===== src/rtl/sample_delay.sv =====
// Delay line of `depth` words that advances only when `en` is high.
// `dout` is the oldest entry, i.e. the word written `depth` enables ago.
module sample_delay #(
  parameter int width = 17,
  parameter int depth = 1
) (
  input  logic             clk,
  input  logic             clr,
  input  logic             en,
  input  logic [width-1:0] din,
  output logic [width-1:0] dout
);

  logic [width-1:0] hist_q [depth];

  always_ff @(posedge clk) begin
    // NOTE: the history is only a few words of flops and must clear, so that the first difference after clr subtracts zero.
    if (clr) begin
      for (int i = 0; i < depth; i++) hist_q[i] <= '0;
    end else if (en) begin
      hist_q[0] <= din;
      for (int i = 1; i < depth; i++) hist_q[i] <= hist_q[i-1];
    end
  end

  assign dout = hist_q[depth-1];

endmodule


===== src/rtl/comb_decimator.sv =====
// CIC comb stage: keeps every r-th accepted sample and outputs its modular
// difference from the kept sample d positions earlier.
module comb_decimator #(
  parameter int n = 16,
  parameter int m = 17,
  parameter int r = 4,
  parameter int d = 1
) (
  input  logic                clk,
  input  logic                clr,
  input  logic signed [n-1:0] in,
  input  logic                in_valid,
  output logic signed [m-1:0] out,
  output logic                out_valid
);

  localparam int cw = (r > 1) ? $clog2(r) : 1;
  localparam logic [cw-1:0] phase_last = cw'(r - 1);

  logic [cw-1:0]       phase_q, phase_d;
  logic signed [m-1:0] out_q, out_d;
  logic                out_valid_q, out_valid_d;
  logic                keep;
  logic signed [m-1:0] in_ext;
  logic signed [m-1:0] hist_tail;

  assign in_ext = m'(in);
  assign keep   = in_valid && (phase_q == '0);

  sample_delay #(
    .width(m),
    .depth(d)
  ) u_hist (
    .clk (clk),
    .clr (clr),
    .en  (keep),
    .din (in_ext),
    .dout(hist_tail)
  );

  always_comb begin
    // NOTE: every output of this block gets a default first, so no path leaves a latch behind.
    phase_d     = phase_q;
    out_d       = out_q;
    out_valid_d = 1'b0;
    if (in_valid) begin
      phase_d = (phase_q == phase_last) ? '0 : phase_q + cw'(1);
    end
    if (keep) begin
      // Plain m-bit subtraction: integrator wrap-around cancels here.
      out_d       = in_ext - hist_tail;
      out_valid_d = 1'b1;
    end
  end

  always_ff @(posedge clk) begin
    // NOTE: state registers use non-blocking assignments so every flop samples pre-edge values.
    if (clr) begin
      phase_q     <= '0;
      out_q       <= '0;
      out_valid_q <= 1'b0;
    end else begin
      phase_q     <= phase_d;
      out_q       <= out_d;
      out_valid_q <= out_valid_d;
    end
  end

  assign out       = out_q;
  assign out_valid = out_valid_q;

endmodule

===== config.mk =====
export PLATFORM = sky130hd
export DESIGN_NAME = comb_decimator
export DESIGN_NICKNAME = d
export VERILOG_FILES = /design/src/rtl/sample_delay.sv /design/src/rtl/comb_decimator.sv
export SDC_FILE = /design/constraint.sdc
export NUM_CORES = 1
export LEC_CHECK = 0
export CAP_MARGIN = 20
export CORE_AREA = 2 2 67 69
export DETAILED_ROUTE_END_ITERATION = 6
export DIE_AREA = 0 0 69 71
export GPL_TIMING_DRIVEN = 0
export PLACE_DENSITY = 0.75
export SLEW_MARGIN = 20
export SYNTH_ARGS = -nofsm -noshare
export SYNTH_HDL_FRONTEND = slang
export SYNTH_SLANG_ARGS = --single-unit

===== constraint.sdc =====
create_clock -name clk -period 3.4 [get_ports clk]
set_input_delay 1.02 -clock clk [delete_from_list [all_inputs] [get_ports clk]]
set_output_delay 1.02 -clock clk [all_outputs]
set_load 0.05 [all_outputs]

# Word level (Yosys, flattened, before mapping)
# Memories as Yosys holds them, arrays and structs flattened.
# Index checks and enable logic that the tools add are counted.
word_totals:
  reg_bits: 20
  mem_bits_rw: 17
  in_bits: 19
  out_inout_bits: 18
  elab_cells: 18
  memories: 1
memory_table:
  columns: ["name", "depth", "word_bits", "rd", "rd_clocked_by_memory_dff", "write_ports", "line", "text"]
  rows:
  - ["u_hist.hist_q", 1, 17, 1, 0, 1, "sample_delay.sv:14", "logic [width-1:0] hist_q [depth];"]
classes:
  addsub: 2
  eq_ne: 1
  mux: 8
  reduce_logical: 3
ops:
  columns: ["cell", "n"]
  rows:
  - ["$mux W17", 1]
  - ["$reduce_or A17 Y1", 1]
  - ["$sub A16 B17 Y17", 1]
  - ["$mux W1", 6]
  - ["$add A2 B1 Y2 const B", 1]
  - ["$eq A2 B2 Y1 const B", 1]
  - ["$logic_not A2 Y1", 1]
  - ["$mux W2", 1]
  - ["$logic_and A1 B1 Y1", 1]

# Depth between registers and ports, before layout
logic_depth:
  depth_word: 7
  mapped_depth: 9
  depth_no_buf: 9

# By module
# A second synthesis with hierarchy kept.
unflattened:
  cells_unflattened: 228
  hier_area_um2: 2219.6
by_module_without_submodules:
  columns: ["module", "instances", "cells_each", "area_each_um2", "seq_area_each_um2"]
  rows:
  - ["comb_decimator", 1, 191, 1522.7, 400.4]
  - ["sample_delay", 1, 37, 696.9, 510.5]

# Least setup slack after synthesis
# OpenSTA, ideal clock, no wires.
synth_path:
  path_type: "input-to-reg"
  from: "in in[0]"
  to: "reg out_q[14], in the netlist out[14]"
  setup_ps: 136
  arrival_time_ps: 2685
  t_required_ps: 3264
  path_slack_ps: 578
  stages: 9
  path_buffers: 0
  cell_sequence: "inv_1 > ha_1 > fa_1 > and2b_1 > o2111ai_1 > a211oi_2 > o221ai_2 > nand4b_1 > o311ai_2"
synth_via:
  elab_chain_cells: 1
synth_lines:
  columns: ["element", "line", "text"]
  rows:
  - ["from (decl)", "comb_decimator.sv:11", "input logic signed [n-1:0] in,"]
  - ["$sub A16 B17 Y17", "comb_decimator.sv:51", "out_d = in_ext - hist_tail;"]
  - ["to (signal assigned)", "comb_decimator.sv:64", "out_q <= out_d;"]
  - ["to (decl)", "comb_decimator.sv:21", "logic signed [m-1:0] out_q, out_d;"]
# Every way passes these cells.
# A chain may end at the register's enable or synchronous reset.

# Worst setup path after layout
# Same ends and word-level chain as after synthesis.

==> impl_metrics.toml <==
[layout]
utilization = 0.615
syn_to_final_growth_pct = 24.9
final_cell_mix = "clkdlybuf4s50_1, inv_1, nand2_1"
design_area_um2 = 2590
fill_cells = 392
fin_nets = 300
drive_gt1_frac = 0.0684
diodes = 0
final_common_cell = "clkdlybuf4s50_1"

[logic_synthesis]
synth_top_cell_area_share = 0.232
synth_seq_cells = 36
syn-num-nets = 257
netlist_area_um2 = 2070
synth_cell_type_count = 47
ys.warnings.count = 0
synth.area.top_cells = "edfxtp_1, dfxtp_1, ha_1"
synth_top_area_cell = "edfxtp_1"
postSynthCellCount = 219
synth.avg_cell_area_um2 = 9.46
ys_seq_area_frac = 0.425

[worst_setup_path]
crit_path_max_incr_delay_ns = 0.46
critPathMaxFanout = 3
crit_required_ns = 3.56
worst-setup-path-type = "primary input to flop"
cp-end-kind = "flop"
reg2reg_slack_ns = 0.99
crit_family = "compound AO/OA/AOI/OAI gates"
cp_num_buf_inv = 2
worstPathArrival_ns = 3.35
startpoint_type = "primary input"
crit_chain = "clkdlybuf4s50_1 > inv_1 > ha_1 > fa_1 > and2b_1 > o2111ai_1 > a211oi_2 > o221ai_2 > nand4b_1 > o311ai_2"
slowest_stage = "clkdlybuf4s50_1"

[clocking]
cts_hold_buffers = 0
cts_buffer_depth = 2
clk-insertion-delay-late_ns = 0.29
cts_max_level = 2
cts_sinks = 36
clock-root-buffer = "clkbuf_8"
cts_made_buffers = 5
cts_tree = "done"
cts_setup_buffers = 0
path_clk_slew_ns = 0.07
cts-resized-gates = 0

[timing]
fmax_mhz = 314
final.min_clock_period_ns = 3.19
final_hold_viol_count = 0
rsz0062_at_grt = "false"
drv_slew = 0
finalClockSkew_ns = 0.00246
min_period_over_period = 0.938
finalSetupViolCount = 0
setup_tns_ns = 0
slew_headroom = 0.541
worst_slew_pin_slew_ns = 0.687

[placement]
portBuffers = 36
dpl.hpwl_um = 3070
placed_cell_area_um2 = 2500
place_congestion = 0.835

[drt]
routed_wl_um = 4160
vias = 1609
drtAntennaViolNets = 0
avgRoutedWirePerCell_um = 13.2
drt_first_pass_iters = 4
drt_iter0_markers = 51
drc = 0
avgViaCountPerCell = 5.11

[die]
dieArea_um2 = 4900
initial_utilization = 0.493
die-width_um = 69
die_y_um = 71
row_count = 24
coreArea_um2 = 4200
num_io_pins = 37

[pwr]
power_leakage_nw = 1.07
ir_worst_vdd_mv = 0.293
p_total_mw = 1.26
p_per_area_nw_per_um2 = 488

[global_routing]
grt_pass1_wl_um = 6960
grt_max_degree = 17
grt_pass1_vias = 1484
track_usage = 0.178
grt_overflow = 0
grt_antenna_before_repair = 0

[min_path]
hp-class = "flop to flop"

[status]
run_status = "completed"

[job]
maxCapViolCount = 0
[logic make-up after synthesis]
| kind of cell | count (synthesis) | synth area share |
|---|---|---|
| and+or+nand+nor | 62 | 0.147 |
| AOI/OAI and AO/OA | 58 | 0.195 |
| DFF | 36 | 0.425 |
| buffers and inverters | 31 | 0.0586 |
| adders and majority gates | 19 | 0.118 |
| xor gates and xnor gates | 11 | 0.0465 |
| muxes | 2 | 0.00967 |
[cells in the mapped netlist, drive strengths merged]
library cell and number:
xor2 5, nor2b 1, nor2 11, o31ai 2
a2111oi 1, a21boi 1, clkbuf 4, o2111ai 1
xnor2 6, o311ai 1, a22oi 1, mux2i 2
and2b 1, or3 1, a32oi 2, a31o 1
nor3 3, dfxtp 20, inv 26, a221o 1
a21oi 14, o221ai 1, nand4b 1, o21ai 21
o21a 2, nand4 1, nand2b 2, o211ai 1
or2 1, a31oi 2, a211oi 1, a41oi 1
and2 14, buf 1, a21o 2, nand2 25
o211a 1, fa 1, o2111a 1, edfxtp 16
nand3 1, ha 18
[final timing paths]
check | startpoint | endpoint | cells after the start
max | in[0] | out[14]$_SDFFE_PP0P_ | 10
max reg2reg | phase_q[0]$_SDFFE_PP0P_ | u_hist.hist_q[0][6]$_SDFFCE_PN0P_ | 5
min | out[0]$_SDFFE_PP0P_ | out[0]$_SDFFE_PP0P_ | 2
min reg2reg | out[0]$_SDFFE_PP0P_ | out[0]$_SDFFE_PP0P_ | 2
[sequential cells by signal, summed over array words and instances, names as in the netlist]
register,cells
out,17
out_valid,1
phase_q,2
u_hist.hist_q,16
[metal layers]
layer,track usage,share of wire,vias to the layer above
met1,0.233,0.48,729
met3,0.0513,0.034,4
li1,-,-,846
met5,0,0,-
met2,0.286,0.48,30
met4,0.0588,0.012,0
[metrics by stage]
| step | cells | hold WS (ns) | setup slack (ns) |
|---|---|---|---|
| after global routing | 315 | 0.477 | 0.0497 |
| after detailed placement | 307 | 0.443 | -0.0998 |
| after CTS | 315 | 0.457 | 0.212 |
| after global placement | 307 | 0.433 | -0.0739 |
| final | 315 | 0.453 | 0.210 |
| after floorplan | 219 | 0.487 | 0.578 |
[where the power goes]
part / internal (mW) / switching [mW] / leakage [nW] / total (mW)
registers: 0.501 / 0.0206 / 0.337 / 0.521
logic: 0.166 / 0.260 / 0.686 / 0.426
clock network: 0.165 / 0.149 / 0.0455 / 0.314
[worst reg2reg max path: stages, from the launching register on]
cell	delay, ns
dfxtp_1	0.38
inv_1	0.06
ha_1	0.22
a21oi_2	0.44
clkbuf_1	0.46
inv_1	0.48
[final cells by class]
class	instances	area [um^2]	area share
clock buffer	8	90.1	0.0348
tap	52	65.1	0.0252
inverter	26	97.6	0.0377
buffer	5	23.8	0.00919
sequential	36	881	0.341
multi-input combinational	152	1070	0.413
timing repair buffer	36	360	0.139
No activity file was read; power rests on OpenSTA's default activity.
